===== config.mk =====
export PLATFORM = sky130hd
export DESIGN_NAME = divider
export DESIGN_NICKNAME = d
export VERILOG_FILES = /design/src/rtl/divider_pkg.sv /design/src/rtl/divider_step.sv /design/src/rtl/divider.sv
export SDC_FILE = /design/constraint.sdc
export NUM_CORES = 1
export LEC_CHECK = 0
export CORE_MARGIN = 10
export CORE_UTILIZATION = 30
export DETAILED_ROUTE_END_ITERATION = 8
export GPL_TIMING_DRIVEN = 0
export SLEW_MARGIN = 0
export SYNTH_ARGS = -nofsm -noshare
export SYNTH_HDL_FRONTEND = slang
export SYNTH_SLANG_ARGS = --single-unit

===== constraint.sdc =====
create_clock -name clk -period 7.9 [get_ports clk]
set_input_delay 0.79 -clock clk [delete_from_list [all_inputs] [get_ports clk]]
set_output_delay 0.79 -clock clk [all_outputs]
set_load 0.005 [all_outputs]

===== src/rtl/divider_pkg.sv =====
// Shared definitions for the sequential signed divider: FSM encoding,
// default operand width and the iteration-counter sizing rule.
package divider_pkg;

  localparam int DIV_WIDTH = 32;

  typedef enum logic [1:0] {
    DIV_IDLE = 2'd0,
    DIV_RUN  = 2'd1,
    DIV_FIX  = 2'd2
  } div_state_e;

  // Counter must hold WIDTH-1 plus one spare bit so the step index never wraps.
  function automatic int div_cnt_width(input int width);
    return $clog2(width) + 1;
  endfunction

endpackage


===== src/rtl/divider_step.sv =====
// One restoring-division iteration on unsigned magnitudes: shift {rem, quo}
// left, subtract the divisor if it fits and record the quotient bit.
module divider_step
  import divider_pkg::*;
#(
  parameter int WIDTH = DIV_WIDTH
) (
  input  logic [WIDTH-1:0] rem,
  input  logic [WIDTH-1:0] quo,
  input  logic [WIDTH-1:0] divisor,
  output logic [WIDTH-1:0] rem_next,
  output logic [WIDTH-1:0] quo_next
);

  logic [WIDTH:0] rem_sh;
  logic [WIDTH:0] trial;

  assign rem_sh = {rem, quo[WIDTH-1]};

  // rem < divisor keeps the difference inside WIDTH+1 bits, so the MSB is its sign.
  assign trial    = rem_sh - {1'b0, divisor};
  assign rem_next = trial[WIDTH] ? rem_sh[WIDTH-1:0] : trial[WIDTH-1:0];
  assign quo_next = {quo[WIDTH-2:0], ~trial[WIDTH]};

endmodule


===== src/rtl/divider.sv =====
// Sequential signed divider for the DIV instruction: WIDTH restoring steps
// on magnitudes, then a sign-fix cycle; divide-by-zero is flagged at start.
module divider
  import divider_pkg::*;
#(
  parameter int WIDTH = DIV_WIDTH
) (
  input  logic             clk,
  input  logic             reset,
  input  logic             div,
  input  logic [WIDTH-1:0] a,
  input  logic [WIDTH-1:0] b,
  output logic [WIDTH-1:0] high,
  output logic [WIDTH-1:0] low,
  output logic             div_end,
  output logic             div_zero,
  output logic             busy
);

  localparam int CNT_W = div_cnt_width(WIDTH);
  localparam logic [CNT_W-1:0] LAST_STEP = CNT_W'(WIDTH - 1);

  div_state_e state, state_next;

  logic [WIDTH-1:0] rem, quo, dvs;
  logic [WIDTH-1:0] rem_step, quo_step;
  logic [WIDTH-1:0] a_mag, b_mag;
  logic [CNT_W-1:0] cnt;
  logic             qneg, rneg;
  logic             b_zero;
  logic             load_op, step_en, fix_en, zero_hit;

  assign b_zero = (b == '0);
  // 0x80000000 negates to itself, which is exactly its unsigned magnitude.
  assign a_mag  = a[WIDTH-1] ? -a : a;
  assign b_mag  = b[WIDTH-1] ? -b : b;

  divider_step #(.WIDTH(WIDTH)) u_step (
    .rem      (rem),
    .quo      (quo),
    .divisor  (dvs),
    .rem_next (rem_step),
    .quo_next (quo_step)
  );

  // NOTE: sequential state is written with non-blocking assignments only, so
  // every register samples pre-edge values regardless of process order.
  always_ff @(posedge clk or negedge reset) begin
    if (!reset) state <= DIV_IDLE;
    else        state <= state_next;
  end

  // NOTE: each combinational output gets a default first, so no path
  // through the case can leave it unassigned and infer a latch.
  always_comb begin
    state_next = state;
    case (state)
      DIV_IDLE: if (div && !b_zero)   state_next = DIV_RUN;
      DIV_RUN:  if (cnt == LAST_STEP) state_next = DIV_FIX;
      DIV_FIX:                        state_next = DIV_IDLE;
      default:                        state_next = DIV_IDLE;
    endcase
  end

  always_comb begin
    busy     = 1'b0;
    load_op  = 1'b0;
    step_en  = 1'b0;
    fix_en   = 1'b0;
    zero_hit = 1'b0;
    case (state)
      DIV_IDLE: begin
        load_op  = div && !b_zero;
        zero_hit = div && b_zero;
      end
      DIV_RUN: begin
        busy    = 1'b1;
        step_en = 1'b1;
      end
      DIV_FIX: begin
        busy   = 1'b1;
        fix_en = 1'b1;
      end
      default: ;
    endcase
  end

  always_ff @(posedge clk or negedge reset) begin
    if (!reset) begin
      rem  <= '0;
      quo  <= '0;
      dvs  <= '0;
      cnt  <= '0;
      qneg <= 1'b0;
      rneg <= 1'b0;
    end else if (load_op) begin
      rem  <= '0;
      quo  <= a_mag;
      dvs  <= b_mag;
      cnt  <= '0;
      qneg <= a[WIDTH-1] ^ b[WIDTH-1];
      rneg <= a[WIDTH-1];
    end else if (step_en) begin
      rem  <= rem_step;
      quo  <= quo_step;
      cnt  <= cnt + 1'b1;
    end
  end

  // Results only move in FIX, so they hold the previous answer through RUN
  // and across a divide-by-zero request.
  always_ff @(posedge clk or negedge reset) begin
    if (!reset) begin
      high     <= '0;
      low      <= '0;
      div_end  <= 1'b0;
      div_zero <= 1'b0;
    end else begin
      div_end  <= fix_en;
      div_zero <= zero_hit;
      if (fix_en) begin
        low  <= qneg ? -quo : quo;
        high <= rneg ? -rem : rem;
      end
    end
  end

endmodule


After elaboration in Yosys (flattened, before gate mapping). Cells that the tools add are included.

Input bits: 67. Register bits: 172. Logic and storage cells: 51. Output and inout bits: 67.

Multiplexer cells: 19. Equality and inequality tests: 5. Add/sub/neg operators: 6. Bitwise logic cells: 2. Reduce and logical (&&, ||, !) cells: 8.

Operators by type and width (number): $mux W32 (9); $neg A32 Y32 (4); $sub A33 B32 Y33 (1); $logic_not A32 Y1 (1); $mux W6 (2); $add A6 B1 Y6 const B (1); $eq A6 B5 Y1 const B (1); $mux W1 (5); $mux W2 (2); $ne A2 B2 Y1 const B (2); $pmux W2 S2 (1); $eq A2 B1 Y1 const B (1); $eq A2 B2 Y1 const B (1); $logic_and A1 B1 Y1 (2); $logic_not A2 Y1 (1); $reduce_and A2 Y1 (1); $reduce_bool A2 Y1 (1); $reduce_or A2 Y1 (1); $logic_not A1 Y1 (1); $not A1 Y1 (1); $xor A1 B1 Y1 (1).

Longest topological paths before layout.
Word-level depth: 5. Mapped depth: 13.

Hierarchy. Synthesis repeated with hierarchy kept, for this count alone.

Cell total of the unflattened synthesis: 1363. Area total of the unflattened synthesis: 12213.0 um2.

By module, submodules not included: divider (seq. area each 4304.1 um2, area each 9621.7 um2, times used 1, cells an instance 1027); divider_step (seq. area each 0.0 um2, area each 2591.2 um2, times used 1, cells an instance 336).

Least setup slack after synthesis. OpenSTA, ideal clock, no wires.

Kind: input to register. Start point: input port b[24]. End point: register quo[7]. Library setup time: 0.127 ns. Data arrival time: 3.068 ns. Cell stages on the path: 10. Required time: 7.773 ns. Path buffers: 2. Setup slack: 4.705 ns. Cells stage by stage: or3_1 > or2_1 > or4_1 > or3_1 > or2_4 > nor2b_4 > buf_6 > clkbuf_1 > a211oi_1 > a21oi_1.

Word-level cells in the longest chain between the ends: 5. Elaborated cells between the ends (all ways): 6.

RTL lines: from (decl) (RTL line divider.sv:12) `input logic [WIDTH-1:0] b,`; $logic_not A32 Y1 (*) (RTL line divider.sv:33) `assign b_zero = (b == '0);`; $logic_not A1 Y1 (*) (RTL line divider.sv:73) `load_op = div && !b_zero;`; $logic_and A1 B1 Y1 (*) (RTL line divider.sv:73); $mux W1 (*) (RTL line divider.sv:71) `case (state)`; $mux W32 / $reduce_bool A2 Y1 (equally long branches); to (signal assigned) (RTL line divider.sv:98) `quo <= a_mag;`; to (signal assigned) (RTL line divider.sv:105) `quo <= quo_step;`; to (decl) (RTL line divider.sv:25) `logic [WIDTH-1:0] rem, quo, dvs;`.

Mark *: on every way between the ends. The rest lies on a longest branch, timed or not. A chain may end at the register's enable or synchronous reset.

Worst setup path after layout.
Start point: input port b[12]. End point: register rem[29].

Word-level cells in the longest chain between the ends: 5. Elaborated cells between the ends (all ways): 6.

RTL lines: $logic_not A32 Y1 (*) (RTL line divider.sv:33); $logic_not A1 Y1 (*) (RTL line divider.sv:73); $logic_and A1 B1 Y1 (*) (RTL line divider.sv:73); $mux W1 (*) (RTL line divider.sv:71); $mux W32 / $reduce_bool A2 Y1 (equally long branches); to (signal assigned) (RTL line divider.sv:104) `rem <= rem_step;`; to (decl) (RTL line divider.sv:25).

Marked as above.

==> impl_metrics.ini <==
[yosys]
synthMuxAreaShare_pct = 5.33
yosys.area.top_type_share_pct = 37.7
syn-num-nets = 1442
async_reset_ff_share_pct = 100
synth_area_leader_cell = dfrtp_1
synth_edf_count = 0
post-synth-top-count-cell = dfrtp_1
syn_area_um2 = 11400
synth_top_family_by_area = compound AO/OA/AOI/OAI gates
yosys-top-cells-count = dfrtp_1 (172), nand2_1 (139), o21ai_0 (139)
synthFlopType = dfrtp_1
synthDistinctLibCells = 64
syn_inst = 1334
synthAdderAreaFrac_pct = 4.56
yosysWarnings = 0
avgSynthCellArea_um2 = 8.56
synth-seq-cells = 172
yosysSeqAreaShare_pct = 37.7
synthTopCellsByArea = dfrtp_1 (38%), o21ai_0 (6.1%), xnor2_1 (6.0%)
synth-xor-area-share_pct = 11.4
synth_simple_gate_area_share_pct = 16.1
synth_compound_area_share_pct = 20.4

[cts]
clock_latency_ns = 0.45
post_cts_buffers = 0
clkTransAtPathRegs_ns = 0.07
cts_tree = yes
cts-root-buf = clkbuf_16
cts_resized = 0
postCtsHoldBufs = 0
cts_sinks = 172
numCtsBuffers = 17
clk_path_buf_depth = 2
htree_levels = 4

[floorplanning]
core_um2 = 37600
rows = 71
ios = 134
start_util_pct = 30.4
die_x_um = 215
die_y_um = 215
dieArea_um2 = 46300

[finish]
finalNetCount = 1595
stdcell_area_um2 = 14000
final_util_pct = 37.3
fillers = 3824
multiInputGateArea_um2 = 6600
regArea_um2 = 4300
n_antenna_cell = 0
drive_above_1_share_pct = 5.07
area_delta_synth_final_pct = 22.9

[drt]
drt_iter0_drc = 621
vias_per_cell = 5.04
postRouteAntennaNets = 0
routed_wl_um = 36500
remaining_drc_errors = 0
via_count = 10100
firstDrtPassIters = 5
routedWlPerCell_um = 18.2

[place]
gp_congestion = 0.927
dp_slack_ns = 3.45
place_area_um2 = 13400
port_buffers = 133
dp_hpwl_um = 29000

[power]
p_total_mw = 6.40
power_density_nw_per_um2 = 456
power_leakage_nw = 5.62
vdd_drop_max_mv = 0.150

[global_route]
grt_max_degree = 114
grt_pass1_vias = 10200
grt_overflow = 0
grt_usage_pct = 15.6
grt_pass1_wl_um = 58200
antenna_found_initial = 2

[hold_path]
min_path_type = in -> async

[worst_setup_path]
cp_cell_sequence = clkdlybuf4s50_1 > or4_1 > nor4_1 > nand3_1 > or2_4 > nand3_1 > nand2_1 > a2111oi_0 > o2bb2ai_1
critical_path_class = in -> reg
start_kind = primary input
path_delay_family = simple AND/OR/NAND/NOR gates
path_common_cell = nand3_1
crit_cells = 9
worst-path-buf-inv = 1
crit_fanout = 6
startpoint = b[12]
reg2reg_depth = 10
worst_setup_path_end_kind = flop
arrival_ns = 4.30
r2r_start = rem[26]
critPathSlowestCell = or4_1
reg2reg_slack_ns = 4.08
crit_required_ns = 8.27
endpoint = rem[29]
worst_path_largest_cell_delay_ns = 0.62
rr_endpoint = rem[25]

[sta]
finClkSkew_ns = 0.00855
min_period_over_period_pct = 49.7
final-hold-violation-count = 0
relSlewSlack_pct = 38.7
finalWorstPathRequiredPeriod_ns = 3.93
rsz0062_at_grt = false
max_slew.worst_pin.slew_ns = 0.911
holdWs_ns = 0.253
setup_slack_ns = 3.97
slew_viol_final = 0
max_clock_freq_ghz = 0.255
setup_viol = 0

[job]
maxCapViolations = 0

[status]
status = finished clean
## per-layer routing
metal,vias up,global-route usage [%],wire length [um]
li1,5054,-,-
met1,4838,20.8,17200
met2,199,25.6,17100
met3,32,3.08,1690
met4,4,3.92,452
met5,-,0,27
## cell families (layout without fill, tap and decap cells)
kind of cell             Yosys count  after routing
AND/OR/NAND/NOR                  390            390
buffers and inverters            128            294
AO/OA/AOI/OAI                    395            395
adder cells (fa/ha/maj)           41             41
XOR/XNOR                         149            149
flip-flops                       172            172
multiplexers                      59             59
## cells in the final DEF (no fill, tap or decap), types with 8 or more instances in the layout
cell             Yosys  layout
clkbuf_16            0      17
o31ai_1             31      31
xnor2_1             78      78
nor2b_1              8       8
or3_1               16      16
xor2_1              71      71
buf_2               12      12
or4_1               19      19
a21oi_1            128     128
mux2_2              14      14
clkbuf_1            51      51
nor4_1              13      13
o21ai_1             10      10
nand4_1             16      16
dfrtp_1            172     172
o21ai_0            139     139
nor3_1              14      14
mux2i_1             45      45
inv_1               58      58
a211oi_1             8       8
o41ai_1             19      19
nor2_1             111     111
nand3_1             18      18
clkdlybuf4s50_1      0     132
nand2_1            139     139
ha_1                40      40
a21o_1              11      11
## worst reg2reg max path, stage by stage, from the launching register on
cell and delay (ns):
dfrtp_1 0.50, ha_1 0.46, o21ai_0 0.15, o21bai_1 0.21, a21boi_0 0.12, o21ai_1 0.30, mux2_2 0.39, nor4_1 0.67
buf_2 0.46, nand3_1 0.23, o211ai_1 0.25
## worst min path at each step
stage,start,slack [ns],cells after the start,endpoint
after floorplan,dvs[24],0.45,2,dvs[24]
after global placement,dvs[28],0.47,2,dvs[28]
after detailed placement,dvs[26],0.48,2,dvs[26]
after CTS,reset,0.26,1,dvs[15]
after global routing,reset,0.28,1,dvs[15]
final,reset,0.25,1,dvs[15]
## report_power, final
group,internal [mW],total (mW),switching (mW)
clock network,0.506,0.881,0.375
registers,1.30,1.72,0.427
logic,1.61,3.80,2.19
total,3.41,6.40,2.99
## registers in the layout, indices dropped and copies added, names as in the netlist
register  cells
dvs          32
high         32
low          32
quo          32
rem          32
cnt           6
state         2
div_end       1
div_zero      1
qneg          1
rneg          1
## stage by stage
stage | setup TNS [ns] | instances
finish | 0 | 2011
global route | 0 | 2011
CTS | 0 | 2011
detailed placement | 0 | 1979
global placement | -220.58 | 1978
floorplan | 0 | 1334
## final cells by class
cell class | count | share of cell area (%)
multi-input combinational | 1034 | 47.1
timing repair buffer | 134 | 9.72
clock buffer | 18 | 3.13
sequential | 172 | 30.7
inverter | 58 | 1.55
clock inverter | 14 | 1.20
buffer | 70 | 2.11
tap | 511 | 4.56
Note: power is estimated with default switching activity, not from simulation.
